### src/rtl/wb_arbiter_if.sv
// Writeback arbiter bus: ALU and MDU write sources in, register-file write port
// and pipeline status out.
interface wb_arbiter_if #(
    parameter int DEPTH = 4,
    parameter int DW    = 32
);
    logic                       alu_valid;
    logic [4:0]                 alu_waddr;
    logic [DW-1:0]              alu_wdata;
    logic                       mdu_valid;
    logic                       mdu_ready;
    logic [4:0]                 mdu_waddr;
    logic [DW-1:0]              mdu_wdata;
    logic                       we;
    logic [4:0]                 waddr;
    logic [DW-1:0]              wdata;
    logic [31:0]                busy_mask;
    logic [$clog2(DEPTH):0]     fifo_count;

    modport master (
        output alu_valid, alu_waddr, alu_wdata, mdu_valid, mdu_waddr, mdu_wdata,
        input  mdu_ready, we, waddr, wdata, busy_mask, fifo_count
    );

    modport slave (
        input  alu_valid, alu_waddr, alu_wdata, mdu_valid, mdu_waddr, mdu_wdata,
        output mdu_ready, we, waddr, wdata, busy_mask, fifo_count
    );
endinterface

### src/rtl/wb_arbiter.sv
// Merges the ALU (priority) and buffered MDU write streams into one register-file
// write port, dropping r0 writes and squashing queued writes overtaken by the ALU.
module wb_arbiter #(
    parameter int DEPTH = 4,
    parameter int DW    = 32
) (
    input logic          clk,
    input logic          rst,
    wb_arbiter_if.slave  bus
);
    localparam int AW = $clog2(DEPTH);
    localparam int CW = AW + 1;

    logic [4:0]       addr_q [DEPTH];
    logic [4:0]       addr_d [DEPTH];
    logic [DW-1:0]    data_q [DEPTH];
    logic [DW-1:0]    data_d [DEPTH];
    logic [DEPTH-1:0] kill_q, kill_d;
    logic [DEPTH-1:0] vld_q, vld_d;
    logic [AW-1:0]    rptr_q, rptr_d;
    logic [AW-1:0]    wptr_q, wptr_d;
    logic [CW-1:0]    cnt_q, cnt_d;
    logic             we_q, we_d;
    logic [4:0]       waddr_q, waddr_d;
    logic [DW-1:0]    wdata_q, wdata_d;
    logic [31:0]      busy;

    logic alu_alive;
    logic mdu_ready;
    logic push;
    logic pop;

    assign alu_alive = bus.alu_valid && (bus.alu_waddr != '0);
    assign mdu_ready = cnt_q < CW'(DEPTH);
    assign push      = bus.mdu_valid && mdu_ready && (bus.mdu_waddr != '0);
    assign pop       = !alu_alive && (cnt_q != '0);

    always_comb begin
        addr_d  = addr_q;
        data_d  = data_q;
        kill_d  = kill_q;
        vld_d   = vld_q;
        rptr_d  = rptr_q;
        wptr_d  = wptr_q;
        cnt_d   = cnt_q;
        we_d    = 1'b0;
        waddr_d = waddr_q;
        wdata_d = wdata_q;

        if (alu_alive) begin
            we_d    = 1'b1;
            waddr_d = bus.alu_waddr;
            wdata_d = bus.alu_wdata;
            for (int unsigned i = 0; i < DEPTH; i++) begin
                if (addr_q[i] == bus.alu_waddr) begin
                    kill_d[i] = 1'b1;
                end
            end
        end else if (pop) begin
            if (!kill_q[rptr_q]) begin
                we_d    = 1'b1;
                waddr_d = addr_q[rptr_q];
                wdata_d = data_q[rptr_q];
            end
            vld_d[rptr_q] = 1'b0;
            rptr_d        = rptr_q + AW'(1);
        end

        // The tail slot is free whenever push is allowed, so it never collides with the popped head.
        if (push) begin
            addr_d[wptr_q] = bus.mdu_waddr;
            data_d[wptr_q] = bus.mdu_wdata;
            kill_d[wptr_q] = alu_alive && (bus.mdu_waddr == bus.alu_waddr);
            vld_d[wptr_q]  = 1'b1;
            wptr_d         = wptr_q + AW'(1);
        end

        case ({push, pop})
            2'b10:   cnt_d = cnt_q + CW'(1);
            2'b01:   cnt_d = cnt_q - CW'(1);
            default: cnt_d = cnt_q;
        endcase
    end

    always_comb begin
        busy = '0;
        for (int unsigned i = 0; i < DEPTH; i++) begin
            if (vld_q[i] && !kill_q[i]) begin
                busy = busy | (32'd1 << addr_q[i]);
            end
        end
    end

    always_ff @(posedge clk or negedge rst) begin
        if (!rst) begin
            for (int unsigned i = 0; i < DEPTH; i++) begin
                addr_q[i] <= '0;
                data_q[i] <= '0;
            end
            kill_q  <= '0;
            vld_q   <= '0;
            rptr_q  <= '0;
            wptr_q  <= '0;
            cnt_q   <= '0;
            we_q    <= 1'b0;
            waddr_q <= '0;
            wdata_q <= '0;
        end else begin
            addr_q  <= addr_d;
            data_q  <= data_d;
            kill_q  <= kill_d;
            vld_q   <= vld_d;
            rptr_q  <= rptr_d;
            wptr_q  <= wptr_d;
            cnt_q   <= cnt_d;
            we_q    <= we_d;
            waddr_q <= waddr_d;
            wdata_q <= wdata_d;
        end
    end

    assign bus.mdu_ready  = mdu_ready;
    assign bus.we         = we_q;
    assign bus.waddr      = waddr_q;
    assign bus.wdata      = wdata_q;
    assign bus.busy_mask  = busy;
    assign bus.fifo_count = cnt_q;
endmodule

### src/flat_wrapper.sv
// flat-port wrapper written by rule: the top's interface ports become plain ports
module wb_arbiter_flat 
#(
    parameter int DEPTH = 4,
    parameter int DW    = 32
)
  (clk, rst, bus_alu_valid, bus_alu_waddr, bus_alu_wdata, bus_mdu_valid, bus_mdu_waddr, bus_mdu_wdata, bus_mdu_ready, bus_we, bus_waddr, bus_wdata, bus_busy_mask, bus_fifo_count);
  wb_arbiter_if #(.DEPTH(DEPTH), .DW(DW)) bus_i ();
  input logic clk;
  input logic rst;
  input wire logic [$bits(bus_i.alu_valid)-1:0] bus_alu_valid;
  input wire logic [$bits(bus_i.alu_waddr)-1:0] bus_alu_waddr;
  input wire logic [$bits(bus_i.alu_wdata)-1:0] bus_alu_wdata;
  input wire logic [$bits(bus_i.mdu_valid)-1:0] bus_mdu_valid;
  input wire logic [$bits(bus_i.mdu_waddr)-1:0] bus_mdu_waddr;
  input wire logic [$bits(bus_i.mdu_wdata)-1:0] bus_mdu_wdata;
  output wire logic [$bits(bus_i.mdu_ready)-1:0] bus_mdu_ready;
  output wire logic [$bits(bus_i.we)-1:0] bus_we;
  output wire logic [$bits(bus_i.waddr)-1:0] bus_waddr;
  output wire logic [$bits(bus_i.wdata)-1:0] bus_wdata;
  output wire logic [$bits(bus_i.busy_mask)-1:0] bus_busy_mask;
  output wire logic [$bits(bus_i.fifo_count)-1:0] bus_fifo_count;
  assign bus_i.alu_valid = bus_alu_valid;
  assign bus_i.alu_waddr = bus_alu_waddr;
  assign bus_i.alu_wdata = bus_alu_wdata;
  assign bus_i.mdu_valid = bus_mdu_valid;
  assign bus_i.mdu_waddr = bus_mdu_waddr;
  assign bus_i.mdu_wdata = bus_mdu_wdata;
  assign bus_mdu_ready = bus_i.mdu_ready;
  assign bus_we = bus_i.we;
  assign bus_waddr = bus_i.waddr;
  assign bus_wdata = bus_i.wdata;
  assign bus_busy_mask = bus_i.busy_mask;
  assign bus_fifo_count = bus_i.fifo_count;
  wb_arbiter #(.DEPTH(DEPTH), .DW(DW)) u_core (.clk(clk), .rst(rst), .bus(bus_i));
endmodule
### config.mk
export PLATFORM = sky130hd
export DESIGN_NAME = wb_arbiter_flat
export DESIGN_NICKNAME = d
export VERILOG_FILES = /design/src/rtl/wb_arbiter_if.sv /design/src/rtl/wb_arbiter.sv /design/src/flat_wrapper.sv
export SDC_FILE = /design/constraint.sdc
export NUM_CORES = 1
export LEC_CHECK = 0
export BUFFER_PORTS_ARGS = -buffer_cell sky130_fd_sc_hd__buf_2
export CELL_PAD_IN_SITES_DETAIL_PLACEMENT = 0
export CELL_PAD_IN_SITES_GLOBAL_PLACEMENT = 1
export CORE_ASPECT_RATIO = 0.7
export CORE_MARGIN = 3
export CORE_UTILIZATION = 42
export DETAILED_ROUTE_END_ITERATION = 7
export GPL_ROUTABILITY_DRIVEN = 0
export PLACE_DENSITY = 0.74
export RECOVER_POWER = 100
export SLEW_MARGIN = 5
export SYNTH_ARGS = -nofsm -noshare
export SYNTH_HDL_FRONTEND = slang
export SYNTH_SLANG_ARGS = --single-unit
export TNS_END_PERCENT = 5
### constraint.sdc
create_clock -name clk -period 2.1 [get_ports clk]
set_clock_uncertainty 0.1 [all_clocks]
set_input_delay 0.105 -clock clk [delete_from_list [all_inputs] [get_ports clk]]
set_output_delay 0.105 -clock clk [all_outputs]
set_load 0.1 [all_outputs]
After elaboration in Yosys (flattened, before gate mapping)
Index checks and enable logic that the tools add are counted.
- register bits after elaboration: 201
- input bits: 78
- output and inout bits: 74
- logic and storage cells: 115
- add/sub/neg operators: 4
- order comparisons: 8
- eq/ne operators: 8
- shift operators: 4
- multiplexer cells: 42
- bitwise gates (word level): 9
- reduce and logical (&&, ||, !) cells: 24
- operators by type and width (operator ; count):
    $mux 32 ; 10
    $bwmux 128 ; 1
    $shl 1x5->32 const A ; 4
    $or 32x32->32 ; 3
    $bmux 32 s2 ; 1
    $demux 32 s2 ; 1
    $mux 5 ; 6
    $eq 5x5->1 ; 5
    $bwmux 20 ; 1
    $mux 4 ; 5
    $logic_and 1x1->1 ; 12
    $bmux 5 s2 ; 1
    $demux 5 s2 ; 1
    $mux 1 ; 10
    $reduce_bool 5->1 ; 2
    $ge 3x3->1 const B ; 2
    $lt 2x3->1 const B ; 2
    $not 2->3 ; 2
    $pmux 3 s2 ; 1
    $logic_not 1->1 ; 5
    $add 2x1->2 const B ; 2
    $and 4x4->4 ; 1
    $bwmux 4 ; 1
    $demux 1 s2 ; 2
    other kinds (15) ; 18

Longest topological paths before layout
Gate-level depths: netlist (run 1).
- word-level depth: 10
- gate-level depth with buffers: 11
- mapped depth without buffers: 9

Worst setup path before layout (run 1)
OpenSTA, ideal clock, no wires.
- path kind: reg-to-reg
- start point: reg u_core.cnt_q[2], in the netlist u_core.bus.fifo_count[2]
- end point: reg u_core.cnt_q[2], in the netlist u_core.bus.fifo_count[2]
- library setup time: 0.158 ns
- arrival time: 3.014 ns
- data required time: 1.842 ns
- setup slack: -1.172 ns
- stages on the path, launching flop included: 11
- path buffers: 1
- period minus slack after synthesis: 3.272 ns
- path through: dfrtp_1 > inv_1 > o311a_1 > buf_6 > inv_1 > ha_1 > inv_1 > fa_1 > xor2_1 > nor2_1 > xnor2_1
- cells in the longest elaborated chain, start to end: 5
- elaborated cells on any way between the ends: 11
- classes of those cells: 2 x add/sub; 1 x order compare; 2 x eq/ne; 1 x mux; 5 x reduce/logical
- ends and longest elaborated chain (item ; line ; RTL):
    start, declared ; wb_arbiter.sv:22 ; logic [CW-1:0] cnt_q, cnt_d;
    start signal, assigned ; wb_arbiter.sv:115 ; cnt_q <= cnt_d;
    $lt 3x3->1 * ; wb_arbiter.sv:34 ; assign mdu_ready = cnt_q < CW'(DEPTH);
    net bus_mdu_ready ; flat_wrapper.sv:17 ; output wire logic [$bits(bus_i.mdu_ready)-1:0] bus_mdu_ready;
    $logic_and 1x1->1 * (2 in series) ; wb_arbiter.sv:35 ; assign push = bus.mdu_valid && mdu_ready && (bus.mdu_waddr != '0);
    $eq 2x1->1 / $eq 2x2->1 (equally long branches) ; wb_arbiter.sv:78 ; case ({push, pop})
    $pmux 3 s2 / $reduce_bool 2->1 (equally long branches) ; n/a ;
Mark *: on every way through the listed nets, which the timed path passes. The rest lies on a longest branch.
A chain may end at the register's enable or synchronous reset.

Worst setup path in the final report (run 1)
- start point: reg u_core.kill_q[1]
- end point: out bus_busy_mask[25]
- cells in the longest elaborated chain, start to end: 7
- ends and longest elaborated chain (item ; line ; RTL):
    start, declared ; wb_arbiter.sv:18 ; logic [DEPTH-1:0] kill_q, kill_d;
    start signal, assigned ; wb_arbiter.sv:111 ; kill_q <= kill_d;
    $logic_not 1->1 * ; wb_arbiter.sv:88 ; if (vld_q[i] && !kill_q[i]) begin
    $logic_and 1x1->1 * ; wb_arbiter.sv:88 ;
    $mux 32 * ; wb_arbiter.sv:88 ;
    $or 32x32->32 ; wb_arbiter.sv:89 ; busy = busy | (32'd1 << addr_q[i]);
    $mux 32 * ; wb_arbiter.sv:88 ;
    $or 32x32->32 ; wb_arbiter.sv:89 ;
    $mux 32 * ; wb_arbiter.sv:88 ;
    end, declared ; flat_wrapper.sv:21 ; output wire logic [$bits(bus_i.busy_mask)-1:0] bus_busy_mask;
Every way passes the cells marked *; elsewhere a longest branch is shown, timed or not.

==> results by group, run 1 <==
Logic synthesis
  • EDFF count, synth: 0
  • Netlist cell types: 57
  • Dominant synthesized flop cell: dfrtp_1
  • Cell taking the most area after synthesis: dfrtp_1
  • Syn nets: 944
  • Ys async rst share: 1.00
  • Synth Warn #: 0
  • Top cell type's share of synthesized area: 0.472
  • Synthesized area: 10,700 um^2
  • Seq/Total Area, Yosys: 0.472
  • Synthesized instance count: 856
  • Syn avg cell area: 12.4 um^2
  • Top-count cell post-synth: dfrtp_1
  • Ranking of synthesized cells by area: dfrtp_1 (47%), mux2_2 (12%), mux4_2 (8.0%), mux2_4 (5.4%), nand2_1 (3.3%)
  • Yosys reg bits: 201
  • Commonest cells post-synth: dfrtp_1 (201), mux2_2 (110), nand2_1 (93)

Setup path
  • CP Class: flop to output port
  • Setup slack, reg-to-reg: -0.27 ns
  • Crit path DAT: 2.25 ns
  • Critical path peak fanout: 4
  • R2R Path End: u_core.bus.wdata[25]
  • Worst Setup EP: bus_busy_mask[25]
  • Nature of the critical path startpoint: flop
  • R2R Path Start: u_core.rptr_q[0]
  • Crit. Startpoint: u_core.kill_q[1]
  • CP required: 1.89 ns
  • Length in cells of the worst reg-to-reg path: 5
  • CP Capture Type: output port

Timing
  • Hold Fails Final Rpt: 0
  • Endpoints failing setup: 73
  • Max Clock Freq: 407 MHz
  • Worst slew pin tran: 1.54 ns
  • Rel. slew slack: -0.0257
  • Min Tclk post-route: 2.46 ns
  • Final Max Tran Viols: 57
  • Final Cycle Share: 1.17
  • RSZ-0062 raised after global routing: true
  • Final worst setup slack: -0.359 ns
  • Hold slack final: 0.0142 ns

Die
  • Rows: 48
  • Chip height: 139 um
  • Die footprint: 27,300 um^2
  • Core Region: 24,800 um^2
  • Num ports: 152
  • Die X: 196 um
  • Starting Density: 0.429

GRT
  • Overall Global Routing Usage: 0.220
  • Vias in the first global route: 8,400
  • Remaining global-route overflow: 0
  • Pin count of the biggest net entering global routing: 75
  • First-pass GRT wire length: 48.0 mm
  • Initial antenna violation count: 0

Power
  • Peak VDD IR: 0.00100 V
  • Comb pwr share: 0.562
  • PD cells: 1740 nW/um^2
  • Net load switching power: 11,500 uW
  • Clock power share: 0.140
  • Switching portion of total power: 0.460
  • P_leak: 0.00629 uW
  • Int Power: 13,500 uW
  • Sequential power share: 0.298

Place
  • HPWL Detailed: 20.7 mm
  • Port Buffer Count: 151
  • DP Cell Count: 1,337

Routing
  • Vias per cell: 5.68
  • Drt wl/cell: 21.5 um
  • Total Routed Length: 31.3 mm
  • DR vias: 8,265
  • DRT iter0 DRCs: 554
  • Residual DRC: 0
  • Post-DRT Antenna Nets: 0
  • Pre-antenna DRT Iters: 5

Finish
  • Non-filler cells, final: 1,455
  • Layout area overhead: 34.6%
  • Final-stage net count: 1,207
  • Share of layout cells above drive strength 1: 0.453
  • Diode count: 0

Outcome
  • Status: complete, but fails checks
  • Failing checks: max-capacitance violations, max-slew violations, negative setup slack

Flow run
  • Max Cap Viol: 1

Clock tree
  • H-Tree Depth: 1
  • TritonCTS buffer count: 20
  • Root Buffer: clkbuf_16
  • Worst-path clk slew: 0.06 ns
  • Clock buffer depth: 3
  • Clock Latency Late Sink: 0.48 ns
  • Clk sinks: 201
  • TritonCTS clock tree: done

Worst hold path
  • HP Class: input port to flop
==> power groups by stage <==
stage          combinational (uW)  sequential, uW  clock [uW]
2_1_floorplan                7550            9600           0
3_3_place_gp                13400            7310           0
3_5_place_dp                13500            7370           0
4_1_cts                     13900            7370        3580
5_1_grt                     14800            7690        3750
6_report                    14000            7460        3500
==> worst max-delay path, cell delays in order (launching register included) <==
cell and delay (ns):
dfrtp_1 0.39, buf_6 0.13, nand3b_1 0.25, or3b_4 0.47
o211ai_1 0.31, buf_12 0.22
==> how the worst min path moves through the flow <==
stage / from / to / slack, ns / depth (start not counted)
2_1_floorplan: rst / u_core.addr_q[0] / -0.29 / 0
3_3_place_gp: rst / u_core.data_q[50] / 0.02 / 1
3_5_place_dp: rst / u_core.data_q[49] / 0.02 / 1
4_1_cts: bus_alu_valid / u_core.bus.waddr[4] / 0.0007 / 4
5_1_grt: bus_alu_valid / u_core.bus.waddr[4] / 0.03 / 4
6_report: bus_alu_valid / u_core.bus.waddr[4] / 0.01 / 4
==> cells by family (layout without fill, tap and decap cells) <==
| kind of cell | after synthesis | in the layout | share of synthesized area |
|---|---|---|---|
| mux | 193 | 193 | 0.257 |
| fa+ha+maj | 10 | 10 | 0.0125 |
| simple gates | 229 | 229 | 0.109 |
| xor+xnor | 30 | 30 | 0.0247 |
| flops | 201 | 201 | 0.472 |
| compound gates | 113 | 114 | 0.0785 |
| buf+inv | 80 | 353 | 0.0462 |
==> final cells by class <==
cell class | count | area, um^2
clock inverters | 5 | 53.8
flip-flops and latches | 201 | 5040
well taps | 325 | 407
multi-input cells | 576 | 5430
inverters | 12 | 46.3
fillers | 2014 | 10500
repair buffers | 308 | 2780
clock buffers | 28 | 582
==> registers in the layout (all words and copies together) (netlist names) <==
signal and count:
u_core.addr_q 20, u_core.bus.fifo_count 3, u_core.bus.waddr 5, u_core.bus.wdata 32, u_core.bus.we 1, u_core.data_q 128
u_core.kill_q 4, u_core.rptr_q 2, u_core.vld_q 4, u_core.wptr_q 2
==> repair_timing <==
action / 4_1_cts / 5_1_grt
endpoints found under the hold margin: 355 / 0
pin swaps: 21 / 15
endpoints found under the setup margin: 68 / 68
gates resized for setup: 31 / 34
buffers inserted: 4 / 3
hold buffers: 77 / 0
gates cloned: 0 / 1
==> per-stage QoR <==
stage	area, um^2	worst slack (ns)	power [uW]	TNS, ns	util
floorplan	10700	-0.658	17200	-59.56	-
global placement	12700	-0.206	20700	-7.10	0.511
detailed placement	12700	-0.271	20900	-8.84	0.511
CTS	14200	-0.362	24800	-18.98	0.575
global route	14300	-0.425	26200	-27.44	0.578
finish	14300	-0.359	25000	-13.17	0.578
==> layout by cell type, fill, tap and decap left out, drive strengths merged, types with 16 or more instances in the layout <==
cell type / synthesis / layout
a31oi: 36 / 36
buf: 37 / 181
clkbuf: 31 / 78
dfrtp: 201 / 201
dlygate4sd3: 0 / 77
mux2: 148 / 148
mux4: 38 / 38
nand2: 95 / 95
nor2: 17 / 17
nor3: 46 / 46
xor2: 16 / 16
==> routing by layer <==
layer | global-route usage | part of all wire | up-vias
met1 | 0.331 | 0.47 | 4202
met2 | 0.330 | 0.44 | 320
met5 | 0 | 0 | -
li1 | - | - | 3699
met3 | 0.0542 | 0.077 | 44
met4 | 0.0371 | 0.013 | 0
Power figures use the tool's default switching activity.
==> run 2: changes to the inputs <==
--- a/config.mk
+++ b/config.mk
@@ -10,10 +10,10 @@
 export CELL_PAD_IN_SITES_GLOBAL_PLACEMENT = 1
 export CORE_ASPECT_RATIO = 0.7
 export CORE_MARGIN = 3
-export CORE_UTILIZATION = 42
+export CORE_UTILIZATION = 50
 export DETAILED_ROUTE_END_ITERATION = 7
 export GPL_ROUTABILITY_DRIVEN = 0
-export PLACE_DENSITY = 0.74
+export PLACE_DENSITY = 0.83
 export RECOVER_POWER = 100
 export SLEW_MARGIN = 5
 export SYNTH_ARGS = -nofsm -noshare
==> constraint.sdc (replaced) <==
create_clock -name clk -period 3.1 [get_ports clk]
set_clock_uncertainty 0.1 [all_clocks]
set_input_delay 0.155 -clock clk [delete_from_list [all_inputs] [get_ports clk]]
set_output_delay 0.155 -clock clk [all_outputs]
set_load 0.1 [all_outputs]
==> results by group, run 2 (synthesized netlist as in run 1, its figures left out) <==
Setup path
  • CP required: 2.84 ns
  • Critical path peak fanout: 13
  • CP Class: flop to output port
  • Crit path DAT: 2.73 ns
  • Nature of the critical path startpoint: flop
  • CP Capture Type: output port

Timing
  • Worst slew pin tran: 2.24 ns
  • Setup_tns: 0 ns
  • Final Max Tran Viols: 131
  • Hold Fails Final Rpt: 0
  • Endpoints failing setup: 0
  • Rel. slew slack: -0.493
  • RSZ-0062 raised after global routing: false
  • Min Tclk post-route: 2.98 ns
  • Max Clock Freq: 335 MHz
  • Final Cycle Share: 0.962

Finish
  • Commonest non-fill, non-tap cell in the layout: dfrtp_1
  • Layout area overhead: 19.7%
  • Biggest register: u_core.data_q
  • Reg area: 5030 um^2
  • Final-stage net count: 1,150
  • FILL cells: 1,681
  • Number of flip-flops in the largest register: 128
  • Area of the multi-input gates: 5010 um^2
  • Post-layout util: 0.627
  • Share of layout cells above drive strength 1: 0.304
  • Commonest non-fill, non-tap cells in the layout: dfrtp_1 (198), mux2_2 (110), nand2_1 (91), dlygate4sd3_1 (79), buf_2 (74)

Die
  • Starting Density: 0.524
  • Die footprint: 23,100 um^2
  • Chip height: 128 um
  • Die X: 180 um
  • Num ports: 152
  • Core Region: 20,300 um^2
  • Rows: 43

GRT
  • Overall Global Routing Usage: 0.245
  • Initial antenna violation count: 1
  • Pin count of the biggest net entering global routing: 91
  • Remaining global-route overflow: 0
  • First-pass GRT wire length: 45.8 mm
  • Vias in the first global route: 8,140

Routing
  • DR vias: 8,045
  • Total Routed Length: 28.4 mm
  • DRT iter0 DRCs: 815
  • Vias per cell: 5.98
  • Residual DRC: 0
  • Pre-antenna DRT Iters: 6
  • Post-DRT Antenna Nets: 0
  • Drt wl/cell: 21.1 um

Worst hold path
  • HP Class: input port to flop

Place
  • HPWL Detailed: 18.8 mm
  • Port Buffer Count: 151

Clock tree
  • Clock Latency Late Sink: 0.48 ns
  • Root Buffer: clkbuf_16
  • H-Tree Depth: 1
  • Worst-path clk slew: 0.06 ns
  • Post-CTS setup buffer count: 0
  • TritonCTS buffer count: 20
  • Clk sinks: 201
  • Clock buffer depth: 3
  • TritonCTS clock tree: done

Power
  • Peak VDD IR: 0.000722 V
  • Clock power share: 0.154
  • Int Power: 8070 uW
  • Switching portion of total power: 0.476
  • Net load switching power: 7330 uW
  • PD cells: 1210 nW/um^2
  • Sequential power share: 0.329
  • Comb pwr share: 0.517
  • P_leak: 0.00549 uW

Outcome
  • Failing checks: max-capacitance violations, max-slew violations
  • Status: complete, but fails checks

Flow run
  • Max Cap Viol: 2
## run 2: critical path: stages (launching register included)
cell      delay (ns)
dfrtp_1         0.58
nor3b_1         0.79
a22oi_1         0.25
o221ai_1        0.13
clkbuf_2        0.49
## run 2: through the flow
step | hold WS, ns | instance area, um^2 | std cells | worst slack, ns | total power [uW]
after global routing | 0.247 | 12700 | 1346 | 0.0926 | 16200
after global placement | 0.169 | 11500 | 1231 | 0.538 | 13100
final | 0.210 | 12700 | 1346 | 0.119 | 15400
after detailed placement | 0.167 | 11500 | 1231 | 0.534 | 13200
after floorplan | -0.241 | 10700 | 856 | 0.0583 | 11600
after CTS | 0.213 | 13000 | 1345 | 0.270 | 15700
## run 2: cell type report
class / instances / area share
Sequential cell: 201 / 0.395
Multi-Input combinational cell: 575 / 0.393
Timing Repair Buffer: 252 / 0.131
Clock buffer: 31 / 0.0465
Tap cell: 270 / 0.0265
Clock inverter: 4 / 0.00383
Inverter: 12 / 0.00383
Antenna cell: 1 / 0.000196
## run 2: final timing paths
| check | start | to | slack [ns] | depth (start not counted) |
|---|---|---|---|---|
| setup / recovery | u_core.addr_q[0] | bus_busy_mask[18] | 0.12 | 4 |
| hold / removal | bus_mdu_valid | u_core.wptr_q[0] | 0.21 | 3 |
| setup reg to reg | u_core.rptr_q[0] | u_core.bus.waddr[2] | 0.45 | 4 |
| hold reg to reg | u_core.data_q[87] | u_core.data_q[87] | 0.40 | 1 |
| max in group asynchronous | rst | u_core.rptr_q[0] | 0.64 | 2 |
| min in group asynchronous | rst | u_core.data_q[93] | 0.78 | 2 |
## run 2: metal layers
metal  share of wire  vias to the layer above  GRT usage
met4           0.011                        0     0.0352
met3           0.088                       34     0.0607
met1            0.47                     4073      0.375
li1                -                     3602          -
met5               0                        -     0.0147
met2            0.43                      336      0.363
## run 2: power groups by stage
stage / clock [uW] / sequential, uW / combinational [uW]
3_5_place_dp: 0 / 5050 / 8150
5_1_grt: 2540 / 5220 / 8450
3_3_place_gp: 0 / 5010 / 8070
2_1_floorplan: 0 / 6500 / 5060
4_1_cts: 2420 / 5020 / 8250
6_report: 2370 / 5070 / 7970
## run 2: repair_timing
action / in CTS / in global routing
hold endpoints to repair: 268 / 0
gates resized for setup: 0 / 0
hold buffers: 79 / 0
